<file path="src/rtl/area_select_pkg.sv">
// area_select shared types: FSM state, default sizes,
// and the one-hot to index encoder used by the selector.
package area_select_pkg;

  localparam int N_BTN_DEF = 8;
  localparam int AW_DEF    = 3;

  typedef enum logic {
    IDLE,
    HELD
  } state_t;

  typedef struct packed {
    logic              ok;
    logic [AW_DEF-1:0] idx;
  } enc_t;

  // ok is set only for exactly one bit high; idx is
  // meaningful only when ok is set.
  function automatic enc_t onehot_enc(
    input logic [N_BTN_DEF-1:0] v
  );
    enc_t e;
    e.ok  = (v != '0) &&
            ((v & (v - N_BTN_DEF'(1))) == '0);
    e.idx = '0;
    for (int i = 0; i < N_BTN_DEF; i++) begin
      if (v[i]) begin
        e.idx = e.idx | AW_DEF'(i);
      end
    end
    return e;
  endfunction

endpackage

</file>
<file path="src/rtl/area_select_if.sv">
// Button/area bundle: btn, finish in (master drives);
// area, switch strobe, multi level out (slave drives).
interface area_select_if
  import area_select_pkg::*;
#(
  parameter int N_BTN = N_BTN_DEF,
  parameter int AW    = AW_DEF
) ();

  logic [N_BTN-1:0] btn;
  logic             finish;
  logic [AW-1:0]    area;
  logic             switch;
  logic             multi;

  modport master (
    output btn,
    output finish,
    input  area,
    input  switch,
    input  multi
  );

  modport slave (
    input  btn,
    input  finish,
    output area,
    output switch,
    output multi
  );

endinterface

</file>
<file path="src/rtl/area_select_btn_debounce.sv">
// One button: 2-FF synchroniser then a stability counter.
// Ports: clk, reset (sync, high), raw button in, db level out.
module area_select_btn_debounce #(
  parameter int DEBOUNCE_CYC = 50000,
  parameter int CNT_W        = 16
) (
  input  logic clk,
  input  logic reset,
  input  logic raw,
  output logic db
);

  localparam logic [CNT_W-1:0] LAST =
    CNT_W'(DEBOUNCE_CYC - 1);

  logic             s1;
  logic             s2;
  logic [CNT_W-1:0] cnt;

  always_ff @(posedge clk) begin
    if (reset) begin
      s1  <= 1'b0;
      s2  <= 1'b0;
      db  <= 1'b0;
      cnt <= '0;
    end else begin
      s1 <= raw;
      s2 <= s1;
      // Any agreeing cycle restarts the stability window.
      if (s2 == db) begin
        cnt <= '0;
      end else if (cnt == LAST) begin
        db  <= s2;
        cnt <= '0;
      end else begin
        cnt <= cnt + CNT_W'(1);
      end
    end
  end

endmodule

</file>
<file path="src/rtl/area_select.sv">
// Turns debounced push-buttons into an area index + strobe.
// Ports: clk, reset (sync, high), bus (slave: btn, finish in; area, switch, multi out).
module area_select
  import area_select_pkg::*;
#(
  parameter int N_BTN        = N_BTN_DEF,
  parameter int AW           = AW_DEF,
  parameter int DEBOUNCE_CYC = 50000,
  parameter int CNT_W        = 16
) (
  input  logic         clk,
  input  logic         reset,
  area_select_if.slave bus
);

  logic [N_BTN-1:0] db;
  enc_t             enc;
  logic [AW-1:0]    sel;
  logic             many;
  logic             any;
  state_t           state;
  logic             stale;

  for (genvar i = 0; i < N_BTN; i++) begin : g_btn
    area_select_btn_debounce #(
      .DEBOUNCE_CYC(DEBOUNCE_CYC),
      .CNT_W       (CNT_W)
    ) u_db (
      .clk  (clk),
      .reset(reset),
      .raw  (bus.btn[i]),
      .db   (db[i])
    );
  end

  always_comb begin
    enc  = onehot_enc(db);
    sel  = enc.idx;
    any  = (db != '0);
    many = ($countones(db) > 1);
  end

  // stale marks a press that was already down while
  // finish was high; it must be fully released before
  // the next press can be accepted.
  always_ff @(posedge clk) begin
    if (reset) begin
      state      <= IDLE;
      stale      <= 1'b0;
      bus.area   <= '0;
      bus.switch <= 1'b0;
      bus.multi  <= 1'b0;
    end else begin
      bus.switch <= 1'b0;
      bus.multi  <= many;
      stale      <= any && (stale || bus.finish);
      unique case (state)
        IDLE: begin
          if (!bus.finish && !stale && any) begin
            state <= HELD;
            if (enc.ok) begin
              bus.area   <= sel;
              bus.switch <= 1'b1;
            end
          end
        end
        HELD: begin
          if (!any) begin
            state <= IDLE;
          end
        end
        default: state <= IDLE;
      endcase
    end
  end

endmodule
</file>
<file path="src/flat_wrapper.sv">
// flat-port wrapper written by rule: the top's interface ports become plain ports
module area_select_flat import area_select_pkg::*;
#(
  parameter int N_BTN        = N_BTN_DEF,
  parameter int AW           = AW_DEF,
  parameter int DEBOUNCE_CYC = 50000,
  parameter int CNT_W        = 16
)
  (clk, reset, bus_btn, bus_finish, bus_area, bus_switch, bus_multi);
  area_select_if #(.N_BTN(N_BTN), .AW(AW)) bus_i ();
  input  logic clk;
  input  logic reset;
  input wire logic [$bits(bus_i.btn)-1:0] bus_btn;
  input wire logic [$bits(bus_i.finish)-1:0] bus_finish;
  output wire logic [$bits(bus_i.area)-1:0] bus_area;
  output wire logic [$bits(bus_i.switch)-1:0] bus_switch;
  output wire logic [$bits(bus_i.multi)-1:0] bus_multi;
  assign bus_i.btn = bus_btn;
  assign bus_i.finish = bus_finish;
  assign bus_area = bus_i.area;
  assign bus_switch = bus_i.switch;
  assign bus_multi = bus_i.multi;
  area_select #(.N_BTN(N_BTN), .AW(AW), .DEBOUNCE_CYC(DEBOUNCE_CYC), .CNT_W(CNT_W)) u_core (.clk(clk), .reset(reset), .bus(bus_i));
endmodule
</file>
<file path="config.mk">
export PLATFORM = sky130hd
export DESIGN_NAME = area_select_flat
export DESIGN_NICKNAME = d
export VERILOG_FILES = /design/src/rtl/area_select_pkg.sv /design/src/rtl/area_select_if.sv /design/src/rtl/area_select_btn_debounce.sv /design/src/rtl/area_select.sv /design/src/flat_wrapper.sv
export SDC_FILE = /design/constraint.sdc
export NUM_CORES = 1
export LEC_CHECK = 0
export CORE_MARGIN = 5
export CORE_UTILIZATION = 48
export CTS_BUF_LIST = sky130_fd_sc_hd__clkbuf_2 sky130_fd_sc_hd__clkbuf_4 sky130_fd_sc_hd__clkbuf_8
export CTS_CLUSTER_SIZE = 30
export DETAILED_ROUTE_END_ITERATION = 6
export PLACE_DENSITY_LB_ADDON = 0.25
export SKIP_LAST_GASP = 1
export SYNTH_ARGS = -nofsm -noshare
export SYNTH_HDL_FRONTEND = slang
export SYNTH_SLANG_ARGS = --single-unit
</file>
<file path="constraint.sdc">
create_clock -name clk -period 2.3 [get_ports clk]
set_input_delay 0.23 -clock clk [delete_from_list [all_inputs] [get_ports clk]]
set_output_delay 0.23 -clock clk [all_outputs]
set_load 0.01 [all_outputs]
</file>
==> impl_metrics.json <==
{
  "port_buffers": 15,
  "worstSetupEndpointType": "register",
  "ys_warn_count": 0,
  "arrival_ns": 2.76,
  "synth_compound_area_frac": 0.0472,
  "place_inst": 982,
  "rsz0062_at_grt": "yes",
  "fillCellCount": 1289,
  "grt_first_pass_wirelength_mm": 23.2,
  "synth.area.top_cells": "dfxtp_1 45%, xnor2_1 7.0%, nor2_1 6.7%, xor2_1 5.8%, ha_1 3.4%",
  "syn_to_final_growth_pct": 12.8,
  "via_per_inst": 5.37,
  "setup_viol": 1,
  "die_y_microns": 131,
  "utilization": 0.552,
  "num_rows": 44,
  "hp-class": "in -> reg",
  "dr.first_iter.drc_count": 367,
  "grt_pass1_vias": 5231,
  "die_area_sq_um": 17300,
  "synth_simple_gate_area_share": 0.288,
  "die_w_microns": 131,
  "clock_latency_ns": 0.46,
  "period_needed_ns": 2.41,
  "syn_area_sq_um": 7080,
  "crit_fanout": 4,
  "ios": 16,
  "ys.flop_type": "dfxtp_1",
  "synth-xor-area-share": 0.129,
  "postRouteAntennaNets": 0,
  "synth_nets": 820,
  "grt_max_degree": 39,
  "htreeDepth": 4,
  "violations": "negative setup slack",
  "synth_top_area_frac": 0.449,
  "synth_seq_area_share": 0.449,
  "fmax_mhz": 414,
  "antennaDiodeCount": 0,
  "synth-edff-count": 0,
  "multi_input_area_sq_um": 3700,
  "worstMarginPinSlew_ns": 0.539,
  "fin_ws_ns": -0.114,
  "tritoncts": "done",
  "mostFrequentLayoutCell": "dfxtp_1",
  "stdcell_count": 1014,
  "drv_slew": 0,
  "cts.path.max_buffers": 2,
  "layout_common_cells": "153 x dfxtp_1, 127 x nor2_1, 57 x xnor2_1",
  "drt-pass1-iter-count": 5,
  "synth-seq-cells": 159,
  "core_sq_um": 14500,
  "start_util": 0.489,
  "drive_above_1_share": 0.108,
  "p_leak_nw": 2.60,
  "drcViolationCount": 0,
  "syn_avg_cell_area_sq_um": 9.01,
  "start_kind": "register",
  "routedWlPerCell_microns": 12.9,
  "critPathKind": "reg -> reg",
  "maxCapViolCount": 0,
  "status": "finished, violations left",
  "clock_sinks": 159,
  "hold_viol": 0,
  "seqCellArea_sq_um": 3200,
  "cellPowerDensity_nw_per_um2": 620,
  "synthMuxAreaShare": 0.00707,
  "synth.distinct_cells": 50,
  "fin_worst_skew_ns": 0.0108,
  "place_hpwl_mm": 9.23,
  "numCtsBuffers": 17,
  "grtUsageTotal": 0.157,
  "synth_cells": 786,
  "min_period_over_period": 1.05,
  "path_clk_slew_ns": 0.08,
  "grt_overflow": 0,
  "antenna_found_initial": 0,
  "finalNetCount": 852,
  "synthAdderAreaFrac": 0.0449,
  "gp_congestion": 0.800,
  "synthArstFlopShare": 0,
  "synth_top_area_cell": "dfxtp_1",
  "required_ns": 2.64,
  "synth_top_family_by_area": "simple AND/OR/NAND/NOR gates",
  "vias": 5449,
  "drt-total-wl_mm": 13.1,
  "cts-root-buf": "clkbuf_8",
  "slew_headroom": 0.638,
  "ir_worst_vdd_mv": 0.430
}
## registers in the layout (all words and copies together) (netlist names)
name,count
u_core.g_btn.u_db.s1,8
u_core.bus.switch,1
u_core.state,1
u_core.g_btn.u_db.s2,8
u_core.g_btn.u_db.cnt,128
u_core.stale,1
u_core.bus.multi,1
u_core.bus.area,3
u_core.g_btn.u_db.db,8
## synthesized netlist by cell type, types with 14 or more instances
master / n
nand3_1: 38
dfxtp_1: 159
nor4_1: 21
clkbuf_1: 17
nor2b_1: 17
and3_1: 14
nand2_1: 35
a21oi_1: 19
o21ai_0: 14
inv_1: 39
xor2_1: 47
nand4_1: 34
nor2_1: 127
ha_1: 19
xnor2_1: 57
or3_1: 20
nor3_1: 21
## metal layers
layer / up-vias / part of all wire / routed length (microns) / track usage
li1: 2771 / - / - / -
met1: 2584 / 0.46 / 6050 / 0.193
met2: 72 / 0.49 / 6400 / 0.259
met3: 22 / 0.032 / 423 / 0.0420
met4: 0 / 0.020 / 265 / 0.0646
met5: - / 0 / 0 / 0
## power by group
| group | switching, mW | leakage (nW) | total [mW] | internal [mW] |
|---|---|---|---|---|
| combinational | 0.0405 | 1.11 | 0.0764 | 0.0358 |
| clock | 1.00 | 0.204 | 2.10 | 1.10 |
| sequential | 0.00889 | 1.29 | 2.77 | 2.76 |
## path summary, 6_finish.rpt
path	startpoint	endpoint	slack (ns)	cells past startpoint
max	u_core.g_btn[6].u_db.db	u_core.bus.multi	-0.11	7
min	bus_btn[0]	u_core.g_btn[0].u_db.s1	0.33	2
max reg2reg	u_core.g_btn[6].u_db.db	u_core.bus.multi	-0.11	7
min reg2reg	u_core.g_btn[3].u_db.cnt[0]	u_core.g_btn[3].u_db.cnt[0]	0.44	1
## cells by family (layout without fill, tap and decap cells)
group / Yosys count / count (layout)
compound gates: 51 / 51
mux: 5 / 5
buf+inv: 61 / 105
fa+ha+maj: 23 / 23
xor+xnor: 104 / 104
flops: 159 / 159
simple gates: 383 / 383
## layout make-up
type / instances / share of cell area
multi-input cells: 566 / 0.463
flip-flops and latches: 159 / 0.400
repair buffers: 35 / 0.0392
clock inverters: 12 / 0.0180
well taps: 184 / 0.0288
inverters: 39 / 0.0186
clock buffers: 19 / 0.0320
## stage by stage
step	TNS [ns]	hold WS (ns)	power (mW)	cell area, sq um	setup slack [ns]
2_1_floorplan	-0.103	0.358	2.88	7090	-0.103
6_report	-0.114	0.325	4.95	7990	-0.114
4_1_cts	-0.170	0.296	5.01	7970	-0.170
3_5_place_dp	-0.238	0.423	2.92	7530	-0.238
5_1_grt	-0.170	0.294	5.14	7990	-0.170
3_3_place_gp	-0.126	0.423	2.92	7530	-0.126
## repair_timing
action	4_1_cts	5_1_grt
resized for setup	13	3
buffers inserted	1	0
hold buffers	0	0
endpoints found under the setup margin	1	1
pin swaps	6	3
## critical path: stages, from the launching register on
cell     delay [ns]
dfxtp_4        0.37
ha_4           0.16
fa_1           0.49
fa_1           0.51
ha_2           0.17
inv_2          0.04
fa_1           0.49
a31oi_1        0.07
No activity file was read; power rests on OpenSTA's default activity.
